--- config.mk ---
export PLATFORM = sky130hd
export DESIGN_NAME = print_ps_receiver
export DESIGN_NICKNAME = d
export VERILOG_FILES = /design/src/rtl/print_ps_pkg.sv /design/src/rtl/print_ps_fifo.sv /design/src/rtl/print_ps_receiver.sv
export SDC_FILE = /design/constraint.sdc
export NUM_CORES = 1
export LEC_CHECK = 0
export BUFFER_PORTS_ARGS = -buffer_cell sky130_fd_sc_hd__buf_2
export CORE_MARGIN = 5
export CORE_UTILIZATION = 30
export CTS_CLUSTER_SIZE = 14
export DETAILED_ROUTE_END_ITERATION = 7
export PLACE_DENSITY_LB_ADDON = 0.12
export SETUP_SLACK_MARGIN = 0.1
export SYNTH_ARGS = -nofsm -noshare
export SYNTH_HDL_FRONTEND = slang
export SYNTH_HIERARCHICAL = 1
export SYNTH_SLANG_ARGS = --single-unit
--- constraint.sdc ---
create_clock -name clk_sys_i -period 4.4 [get_ports clk_sys_i]
set_input_delay 1.32 -clock clk_sys_i [delete_from_list [all_inputs] [get_ports clk_sys_i]]
set_output_delay 1.32 -clock clk_sys_i [all_outputs]
set_load 0.1 [all_outputs]
--- src/rtl/print_ps_pkg.sv ---
// Shared definitions for the PS-side print receiver: the handshake FSM
// state encoding and the layout of a buffered FIFO entry.
// A FIFO entry is {eom, word}, so the EOM flag sits just above the data word.
package print_ps_pkg;

    typedef enum logic [1:0] {
        ST_IDLE     = 2'd0,
        ST_ACK      = 2'd1,
        ST_WAIT_LOW = 2'd2
    } state_e;

    // Width of one FIFO entry: data word plus the EOM bit.
    function automatic int entry_w(input int data_w);
        return data_w + 1;
    endfunction

    // Bit position of the EOM flag inside a FIFO entry.
    function automatic int eom_idx(input int data_w);
        return data_w;
    endfunction

endpackage

--- src/rtl/print_ps_fifo.sv ---
// Synchronous first-word fall-through FIFO. The head entry is presented
// combinationally from storage. Writes while full and reads while empty are
// ignored. Storage is not reset; only pointers and occupancy are.
module print_ps_fifo #(
    parameter int DEPTH = 16,
    parameter int WIDTH = 33,
    localparam int AW = $clog2(DEPTH),
    localparam int CW = AW + 1
) (
    input  logic             clk,
    input  logic             rst,
    input  logic             wr_en,
    input  logic [WIDTH-1:0] wr_data,
    input  logic             rd_en,
    output logic [WIDTH-1:0] rd_data,
    output logic             full,
    output logic             empty,
    output logic [CW-1:0]    count
);

    logic [WIDTH-1:0] mem [DEPTH];
    logic [AW-1:0]    wr_ptr;
    logic [AW-1:0]    rd_ptr;
    logic             wr_ok;
    logic             rd_ok;

    assign full    = (count == CW'(DEPTH));
    assign empty   = (count == '0);
    assign wr_ok   = wr_en && !full;
    assign rd_ok   = rd_en && !empty;
    assign rd_data = mem[rd_ptr];

    // Entry storage: data path only, never reset.
    always_ff @(posedge clk) begin
        if (wr_ok) begin
            mem[wr_ptr] <= wr_data;
        end
    end

    // Pointers wrap naturally (DEPTH is a power of two); occupancy tracks push/pop.
    always_ff @(posedge clk) begin
        if (rst) begin
            wr_ptr <= '0;
            rd_ptr <= '0;
            count  <= '0;
        end else begin
            if (wr_ok) begin
                wr_ptr <= wr_ptr + 1'b1;
            end
            if (rd_ok) begin
                rd_ptr <= rd_ptr + 1'b1;
            end
            case ({wr_ok, rd_ok})
                2'b10:   count <= count + 1'b1;
                2'b01:   count <= count - 1'b1;
                default: count <= count;
            endcase
        end
    end

endmodule

--- src/rtl/print_ps_receiver.sv ---
// PS-side end of the SoC print channel. Each word offered on print_ps_en_i is
// stored as {done, data} and acknowledged with a one-cycle print_ps_finish_o.
// Build option PRINT_RX_DROP_EN: words arriving while the FIFO is full are
// discarded and counted (drop_cnt_o) instead of stalling the SoC.
module print_ps_receiver
    import print_ps_pkg::*;
#(
    parameter int DEPTH      = 16,
    parameter int DATA_W     = 32,
    parameter int DROP_CNT_W = 16
) (
    input  logic                     clk_sys_i,
    input  logic                     rst_sys_i,
    input  logic                     print_ps_en_i,
    input  logic [DATA_W-1:0]        print_ps_data_i,
    input  logic                     print_ps_done_i,
    output logic                     print_ps_finish_o,
    output logic                     rd_valid_o,
    output logic [DATA_W-1:0]        rd_data_o,
    output logic                     rd_eom_o,
    input  logic                     rd_ready_i,
    output logic [$clog2(DEPTH):0]   count_o
`ifdef PRINT_RX_DROP_EN
    ,
    output logic [DROP_CNT_W-1:0]    drop_cnt_o
`endif
);

    localparam int EW  = entry_w(DATA_W);
    localparam int EOM = eom_idx(DATA_W);

    if ((DEPTH < 2) || ((DEPTH & (DEPTH - 1)) != 0)) begin : g_bad_depth
        $error("print_ps_receiver: DEPTH must be a power of two >= 2");
    end
    if (DROP_CNT_W < 1) begin : g_bad_drop_w
        $error("print_ps_receiver: DROP_CNT_W must be >= 1");
    end

    state_e        state;
    state_e        state_nxt;
    logic          wr_en;
    logic          fifo_full;
    logic          fifo_empty;
    logic [EW-1:0] head;
`ifdef PRINT_RX_DROP_EN
    logic          drop_hit;
`endif

    print_ps_fifo #(
        .DEPTH (DEPTH),
        .WIDTH (EW)
    ) u_fifo (
        .clk     (clk_sys_i),
        .rst     (rst_sys_i),
        .wr_en   (wr_en),
        .wr_data ({print_ps_done_i, print_ps_data_i}),
        .rd_en   (rd_ready_i),
        .rd_data (head),
        .full    (fifo_full),
        .empty   (fifo_empty),
        .count   (count_o)
    );

    assign rd_valid_o        = !fifo_empty;
    assign rd_data_o         = head[DATA_W-1:0];
    assign rd_eom_o          = head[EOM];
    assign print_ps_finish_o = (state == ST_ACK);

    // Handshake state register.
    always_ff @(posedge clk_sys_i) begin
        if (rst_sys_i) begin
            state <= ST_IDLE;
        end else begin
            state <= state_nxt;
        end
    end

    // Next state and FIFO write gating; a full FIFO either stalls or drops.
    always_comb begin
        state_nxt = state;
        wr_en     = 1'b0;
`ifdef PRINT_RX_DROP_EN
        drop_hit  = 1'b0;
`endif
        case (state)
            ST_IDLE: begin
                if (print_ps_en_i) begin
                    if (!fifo_full) begin
                        wr_en     = 1'b1;
                        state_nxt = ST_ACK;
                    end
`ifdef PRINT_RX_DROP_EN
                    else begin
                        drop_hit  = 1'b1;
                        state_nxt = ST_ACK;
                    end
`endif
                end
            end
            ST_ACK: begin
                state_nxt = ST_WAIT_LOW;
            end
            ST_WAIT_LOW: begin
                if (!print_ps_en_i) begin
                    state_nxt = ST_IDLE;
                end
            end
            default: begin
                state_nxt = ST_IDLE;
            end
        endcase
    end

`ifdef PRINT_RX_DROP_EN
    // Saturating count of words discarded because the FIFO was full.
    always_ff @(posedge clk_sys_i) begin
        if (rst_sys_i) begin
            drop_cnt_o <= '0;
        end else if (drop_hit && (drop_cnt_o != '1)) begin
            drop_cnt_o <= drop_cnt_o + 1'b1;
        end
    end
`endif

endmodule

## Word-level counts from Yosys, hierarchy flattened

Memory sizes are Yosys's and may differ from the RTL's. A register that Yosys moved wholly into a read port is not among the register bits.
Index checks and enable logic that the tools add are counted.
W data, S select, Z words.

- Memories: 1
- Input bits: 37
- Latch bits: 0
- Memory bits (writable): 528
- Bits in read-only memories: 0
- Register bits: 15

Memory list:

| name | depth | bits a word | rd ports | clocked after Yosys merged registers in | wr ports | RTL line | text |
|---|---|---|---|---|---|---|---|
| u_fifo.mem | 16 | 33 | 1 | 1 | 1 | print_ps_fifo.sv:21 | `logic [WIDTH-1:0] mem [DEPTH];` |

- Add/subtract/negate cells: 4
- Bitwise operators: 0
- Eq/ne operators: 8
- Shift-type cells: 0
- Order comparisons: 0
- Multipliers: 0
- Reduce and logical (&&, ||, !) cells: 8
- Div/mod/pow operators: 0
- Mux-type cells: 12

Operators by type and width:

| kind | count |
|---|---|
| $pmux W5 S2 | 1 |
| $add A4 B1 Y4 const B | 2 |
| $mux W4 | 2 |
| $mux W2 | 3 |
| $ne A2 B2 Y1 const B | 3 |
| $pmux W2 S3 | 1 |
| $add A5 B1 Y5 const B | 1 |
| $eq A5 B5 Y1 const B | 1 |
| $logic_not A5 Y1 | 1 |
| $mux W1 | 5 |
| $sub A5 B1 Y5 const B | 1 |
| $eq A2 B1 Y1 const B | 2 |
| $eq A2 B2 Y1 const B | 2 |
| $reduce_and A3 Y1 | 1 |
| $logic_and A1 B1 Y1 | 2 |
| $logic_not A1 Y1 | 2 |
| $logic_not A2 Y1 | 1 |
| $reduce_bool A2 Y1 | 1 |

## Logic depth before layout (Yosys ltp)

Gate-level depths: netlist of the first run.

- Word-level depth: 7
- Gate-level depth with buffers: 14
- Mapped depth without buffers: 11

## Cells and area by module

The synthesis of the first run kept the hierarchy.

By module, submodules not included:

| module | area each (µm²) | times used | sequential area each (µm²) | cells each |
|---|---|---|---|---|
| print_ps_fifo | 20825.0 | 1 | 16195.5 | 859 |
| print_ps_receiver | 98.8 | 1 | 40.0 | 9 |

## Least setup slack after synthesis of the first run

OpenSTA, ideal clock, no wires.

- Kind: register to register
- Start: register u_fifo.count[2]
- End: memory u_fifo.mem[0][0], enable pin
- Period minus slack after synthesis: 5.059 ns
- Slack: -0.659 ns
- Arrival time: 4.595 ns
- Setup time: 0.464 ns
- Data required time: 3.936 ns
- Cell stages (with the launch flop): 9
- Path buffers: 2
- Cells stage by stage: dfxtp_1 -> clkbuf_1 -> or4_1 -> buf_2 -> nor2_1 -> nor4b_4 -> o21a_1 -> nand2_1 -> nor3_1

- Longest elaborated chain between the ends: 7
- Elaborated cells between the ends (all ways): 8
- Those cells by class: eq/ne: 1; mux: 5; reduce/logical: 2

Ends and longest elaborated chain:

| item | RTL line | text |
|---|---|---|
| start, declared | print_ps_fifo.sv:18 | `output logic [CW-1:0] count` |
| start signal, assigned | print_ps_fifo.sv:54 | `2'b10: count <= count + 1'b1;` |
| start signal, assigned | print_ps_fifo.sv:55 | `2'b01: count <= count - 1'b1;` |
| start signal, assigned | print_ps_fifo.sv:56 | `default: count <= count;` |
| $eq A5 B5 Y1 | print_ps_fifo.sv:27 | `assign full = (count == CW'(DEPTH));` |
| named net fifo_full | print_ps_receiver.sv:42 | `logic fifo_full;` |
| $mux W1 | print_ps_receiver.sv:88 | `if (!fifo_full) begin` |
| $mux W1 | print_ps_receiver.sv:87 | `if (print_ps_en_i) begin` |
| $mux W1 | print_ps_receiver.sv:85 | `case (state)` |
| named net wr_en | print_ps_receiver.sv:41 | `logic wr_en;` |
| $logic_and A1 B1 Y1 | print_ps_fifo.sv:29 | `assign wr_ok = wr_en && !full;` |
| $mux W1 | print_ps_fifo.sv:35 | `if (wr_ok) begin` |
| $mux W1 (implied by the code) | print_ps_fifo.sv:36 | `mem[wr_ptr] <= wr_data;` |
| end, declared | print_ps_fifo.sv:21 |  |

The timed path passes the listed nets, and every way through them passes these cells.

==> metrics.yaml, run 1 <==
cells_and_area:
  area_growth_pct: 18.2
  multi_input_area_um2: 4530
  finalInstanceArea_um2: 24700
  fin_nets: 1048
  seq_area_um2: 16200
  drive_gt1_share_pct: 37.4
  final.fill_count: 6309
sta:
  fin_skew_ns: 0.0240
  layout_min_cycle_time_ns: 4.15
  setup_viol: 0
  fin_crit_sh_pct: 94.2
  setup_tns_ns: 0
  fmaxAchievable_mhz: 241
  finalMaxSlewViolations: 0
  rsz0062_at_grt: "false"
  slew-limit-headroom_pct: 43.6
  hold_viol: 0
  worst_pin_slew_ns: 0.846
worst_setup_path:
  worstPathRequired_ns: 3.08
  cp_data_arrival_time_ns: 2.83
  reg2reg_setup_slack_ns: 0.95
  ff2ff_path_depth: 11
  critPathCaptureType: "output port"
  worst_r2r_startpoint: "u_fifo/count[2]"
  worstReg2RegEnd: "u_fifo/count[2]"
  critPathMaxFanout: 20
  cp-start-kind: "flip-flop"
  worstSetupPathType: "reg -> out"
detailed_routing:
  wire_per_inst_um: 25.1
  ant_nets: 0
  drc: 0
  drtIter0Drc: 655
  via_count: 9406
  dr.pass1.iters: 4
  viasPerCell: 4.74
  totalWireLength_um: 49900
die:
  rows: 96
  die_w_um: 274
  core_um2: 68800
  fp.dieArea_um2: 75100
  io_pins: 77
  die_y_um: 274
  initial_core_util_pct: 30.4
grt:
  grt_pass1_wl_um: 72900
  grt_antenna_before_repair: 5
  grt.overflow.total: 0
  grt_max_degree: 47
  grt_usage_pct: 13.4
  grt_pass1_vias: 10200
power:
  peakVddDrop_mv: 0.770
  p_leak_nw: 7.58
  power.density_nw_per_um2: 595
run:
  drv_cap: 0
cts:
  cts.htree.levels: 2
  cts_sinks: 547
  cts_root_buf: "clkbuf_16"
  path_clk_slew_ns: 0.06
  cts_tree: "done"
  post_cts.repair.setup_buffers: 0
  numCtsBuffers: 58
  clk_latency_ns: 0.61
  cts_max_path_buffers: 3
logic_synthesis:
  yosysTopAreaCell: "edfxtp_1"
  yosysSeqAreaShare_pct: 77.6
  synth_area_leaders: "edfxtp_1 (76%), mux4_2 (18%), dfxtp_1 (1.8%)"
  yosysWarnings: 6
  syn_area_um2: 20900
  yosysTopAreaCellShare_pct: 75.8
  syn_inst: 868
  syn_nets: 913
  syn_area_per_cell_um2: 24.1
  yosys_most_used_dff: "edfxtp_1"
  ys_seq_elements: 547
  synth_commonest_cells: "edfxtp_1 (528), mux4_2 (165), nor2_1 (26), clkbuf_1 (20), dfxtp_1 (19)"
  synth_most_common_cell: "edfxtp_1"
  ys_async_sr_fraction_pct: 0
  ys_types: 41
  synth_edf_count: 528
placement:
  dp_hpwl_um: 26400
  gp_congestion: 0.677
  port_buffers: 76
  place_area_um2: 22800
worst_hold_path:
  holdPathEnd: "state[1]"
  min-delay-path-class: "reg -> reg"
  min_from: "state[1]"
  min_path_cells: 2
status:
  outcome: "finished, final reports clean"
-- cell usage in the layout (no fill, tap or decap), drive strengths merged, types with 2 or more instances in the layout --
cell	netlist	layout
inv	9	11
nor3	7	7
mux2i	3	3
o21a	5	5
nand3b	4	4
nor2	26	26
nor4b	2	2
buf	27	122
nand2b	4	4
a21oi	4	4
edfxtp	528	528
ha	8	8
diode	0	2
nand2	6	6
o211ai	4	4
clkinv	0	25
mux4	165	165
or4	3	3
bufinv	0	6
xor2	7	7
dfxtp	19	19
clkbuf	20	74
a22oi	2	2
-- cells by family (layout without fill, tap and decap cells) --
group,Yosys count,after routing,share of synthesized area [%]
flip-flops,547,547,77.6
multiplexers,168,168,17.9
AND/OR/NAND/NOR,59,59,1.51
buffers and inverters,56,239,1.40
AO/OA/AOI/OAI,22,22,0.783
adder cells (fa/ha/maj),8,8,0.478
XOR/XNOR,8,8,0.335
other,0,2,0
-- state kept, by name (all words and copies together) (netlist names), named ones only --
name,flops
u_fifo/mem,528
state,2
u_fifo/count,5
u_fifo/rd_ptr,4
u_fifo/wr_ptr,4
-- how the worst max path moves through the flow --
stage	startpoint	end	cells past startpoint
CTS	flip-flop	rd_data_o[30]	4
global route	flip-flop	rd_data_o[7]	4
floorplan	u_fifo/count[2]	u_fifo/mem[4][0]	8
finish	flip-flop	rd_data_o[4]	4
global placement	print_ps_en_i	u_fifo/count[2]	10
detailed placement	print_ps_en_i	u_fifo/count[2]	10
-- layer usage --
layer  vias up  GRT usage, %  routed length, um  part of all wire, %
met2       172          21.9              24200                   49
met3        70          2.70               2380                  4.8
met1      5158          18.9              22500                   45
met4         2          2.60                752                  1.5
li1       4004             -                  -                    -
met5         -             0                 13                0.026
-- report_power, final --
group | internal (mW) | switching, mW | leakage (nW)
Combinational | 1.27 | 2.59 | 1.74
Sequential | 5.92 | 0.126 | 4.92
Clock | 2.84 | 1.96 | 0.922
-- critical path, cell delays in order, from the launching register on --
cell     delay (ns)
dfxtp_4        0.43
buf_4          0.40
mux4_2         0.57
mux4_2         0.50
buf_2          0.32
-- what timing repair did --
action                                  CTS  global route
endpoints found under the setup margin    0             2
gates resized for setup                   0             1
hold buffers                              0             0
-- layout make-up --
type / count / area share, %
inverter: 9 / 0.137
antenna: 2 / 0.0202
tap: 931 / 4.71
multi-input combinational: 265 / 18.3
timing repair buffer: 122 / 3.47
clock inverter: 34 / 1.36
sequential: 547 / 65.7
clock buffer: 74 / 6.28
-- stage by stage --
stage	setup WS, ns	utilization [%]	total power [mW]	hold WS (ns)	std cells
after floorplan	0.223	-	9.26	0.495	868
after global placement	0.638	33.2	10.1	0.525	1874
after detailed placement	0.572	33.2	10.1	0.523	1874
after CTS	0.145	35.9	15.0	0.536	1982
after global routing	0.114	35.9	15.4	0.575	1982
final	0.254	35.9	14.7	0.534	1984
Note: power is estimated with default switching activity, not from simulation.
==> run 2: changes to the inputs <==
CTS_BUF_LIST = sky130_fd_sc_hd__clkbuf_8   (was not set)
RECOVER_POWER = 100   (was not set)
==> run 2 against run 1 <==
Design area decreased by 1.0%. Power is 2.9% lower. Sequential share of layout area grew 0.66 points. Sequential power is essentially flat. Critical path type unchanged. Critical endpoint is now rd_data_o[8]. Highest routed layer unchanged.
==> metrics.yaml, run 2 (synthesis gave the netlist of run 1 again) <==
worst_setup_path:
  worstSetupPathType: "reg -> out"
  worstReg2RegEnd: "u_fifo/mem[10][15]"
  worstPathRequired_ns: 3.08
  cp_data_arrival_time_ns: 2.91
  ff2ff_path_depth: 7
  critPathCaptureType: "output port"
  critPathMaxFanout: 23
  reg2reg_setup_slack_ns: 0.32
  worst_r2r_startpoint: "u_fifo/count[2]"
  cp-start-kind: "flip-flop"
grt:
  grt_pass1_wl_um: 73700
  grt.overflow.total: 0
  grt_usage_pct: 13.6
  grt_antenna_before_repair: 2
  grt_max_degree: 47
  grt_pass1_vias: 10500
placement:
  dp_hpwl_um: 26400
  dp_cells: 1874
  gp_congestion: 0.677
  port_buffers: 76
  place_area_um2: 22800
detailed_routing:
  viasPerCell: 4.72
  drc: 0
  dr.pass1.iters: 5
  wire_per_inst_um: 24.9
  ant_nets: 0
  via_count: 9664
  drtIter0Drc: 495
  totalWireLength_um: 51000
cts:
  cts_root_buf: "clkbuf_8"
  cts.htree.levels: 3
  cts_max_path_buffers: 3
  path_clk_slew_ns: 0.06
  numCtsBuffers: 93
  cts_tree: "done"
  clk_latency_ns: 0.68
  cts_sinks: 547
die:
  initial_core_util_pct: 30.4
  die_w_um: 274
  io_pins: 77
  die_y_um: 274
  rows: 96
  fp.dieArea_um2: 75100
  core_um2: 68800
worst_hold_path:
  min_from: "state[1]"
  holdPathEnd: "state[1]"
  min-delay-path-class: "reg -> reg"
  min_path_cells: 2
run:
  drv_cap: 0
sta:
  timing.hold.ws_ns: 0.501
  worst_pin_slew_ns: 1.17
  layout_min_cycle_time_ns: 4.23
  fmaxAchievable_mhz: 236
  setup_viol: 0
  finalMaxSlewViolations: 0
  rsz0062_at_grt: "true"
  slew-limit-headroom_pct: 20.9
  hold_viol: 0
  fin_crit_sh_pct: 96.2
  setup_tns_ns: 0
  fin_skew_ns: 0.0300
cells_and_area:
  mostFrequentLayoutCells: "edfxtp_1 (528), mux4_2 (165), clkbuf_8 (96)"
  finalInstanceArea_um2: 24500
  area_growth_pct: 17.0
  top_regs: "u_fifo/mem x528, u_fifo/count x5"
  final_common_cell: "edfxtp_1"
  largest-register: "u_fifo/mem"
  fin_nets: 1090
  drive_gt1_share_pct: 34.4
  finalNonFillerCells: 2048
  largest_reg_flops: 528
power:
  peakVddDrop_mv: 0.758
  power.density_nw_per_um2: 584
  p_leak_nw: 7.58
status:
  outcome: "finished, final reports clean"
-- run 2: cell types whose count changed in the layout (fill, tap and decap cells not counted), sizes merged --
cell,delta
clkbuf,+116
buf,-87
inv,+35
bufinv,-1
clkinvlp,+1
-- run 2: timing repair --
item | in CTS | in global routing
setup buffers | 0 | 5
hold buffers | 0 | 0
cloned | 0 | 2
pin swaps | 0 | 0
resized for setup | 2 | 2
setup endpoints to repair | 12 | 11
-- run 2: metrics by stage --
stage | setup slack (ns) | total power, mW | util [%]
floorplan | 0.223 | 9.26 | -
global placement | 0.638 | 10.1 | 33.2
detailed placement | 0.572 | 10.1 | 33.2
CTS | 0.0624 | 14.5 | 35.7
global route | 0.0550 | 15.0 | 35.6
finish | 0.169 | 14.3 | 35.6
-- run 2: cell type report --
| class | count | area (um2) |
|---|---|---|
| Multi-Input combinational cell | 265 | 4460 |
| Timing Repair Buffer | 129 | 833 |
| Clock inverter | 69 | 420 |
| Sequential cell | 547 | 16200 |
| Fill cell | 6382 | 44300 |
| Antenna cell | 2 | 5.00 |
| Tap cell | 931 | 1160 |
| Clock buffer | 96 | 1320 |
| Inverter | 9 | 33.8 |
-- run 2: layer usage --
layer	track usage [%]	wire [um]	share of wire (%)	vias up
met5	0	13	0.025	-
met4	4.12	954	1.9	2
met3	3.04	2190	4.3	83
met2	21.6	24500	48	195
met1	18.9	23300	46	5292
li1	-	-	-	4092
-- run 2: how the worst max path moves through the flow --
stage | from | endpoint | slack, ns | cells after the start
3_3_place_gp | print_ps_en_i | u_fifo/count[2] | 0.64 | 10
6_report | flip-flop | rd_data_o[8] | 0.17 | 5
2_1_floorplan | u_fifo/count[2] | u_fifo/mem[4][0] | 0.22 | 8
3_5_place_dp | print_ps_en_i | u_fifo/count[2] | 0.57 | 10
5_1_grt | flip-flop | rd_data_o[7] | 0.06 | 4
4_1_cts | flip-flop | rd_data_o[5] | 0.06 | 4
-- run 2: power by group --
part / switching, mW / leakage [nW] / total (mW) / internal, mW
Clock: 1.99 / 1.02 / 4.30 / 2.31
Sequential: 0.116 / 4.92 / 6.05 / 5.93
Combinational: 2.62 / 1.64 / 3.94 / 1.32
Total: 4.73 / 7.58 / 14.3 / 9.56
-- run 2: critical path, stage by stage, from the launching register on --
cell and delay, ns:
dfxtp_4 0.42, buf_4 0.15, buf_16 0.22, mux4_2 0.53, mux4_2 0.51, clkbuf_2 0.39
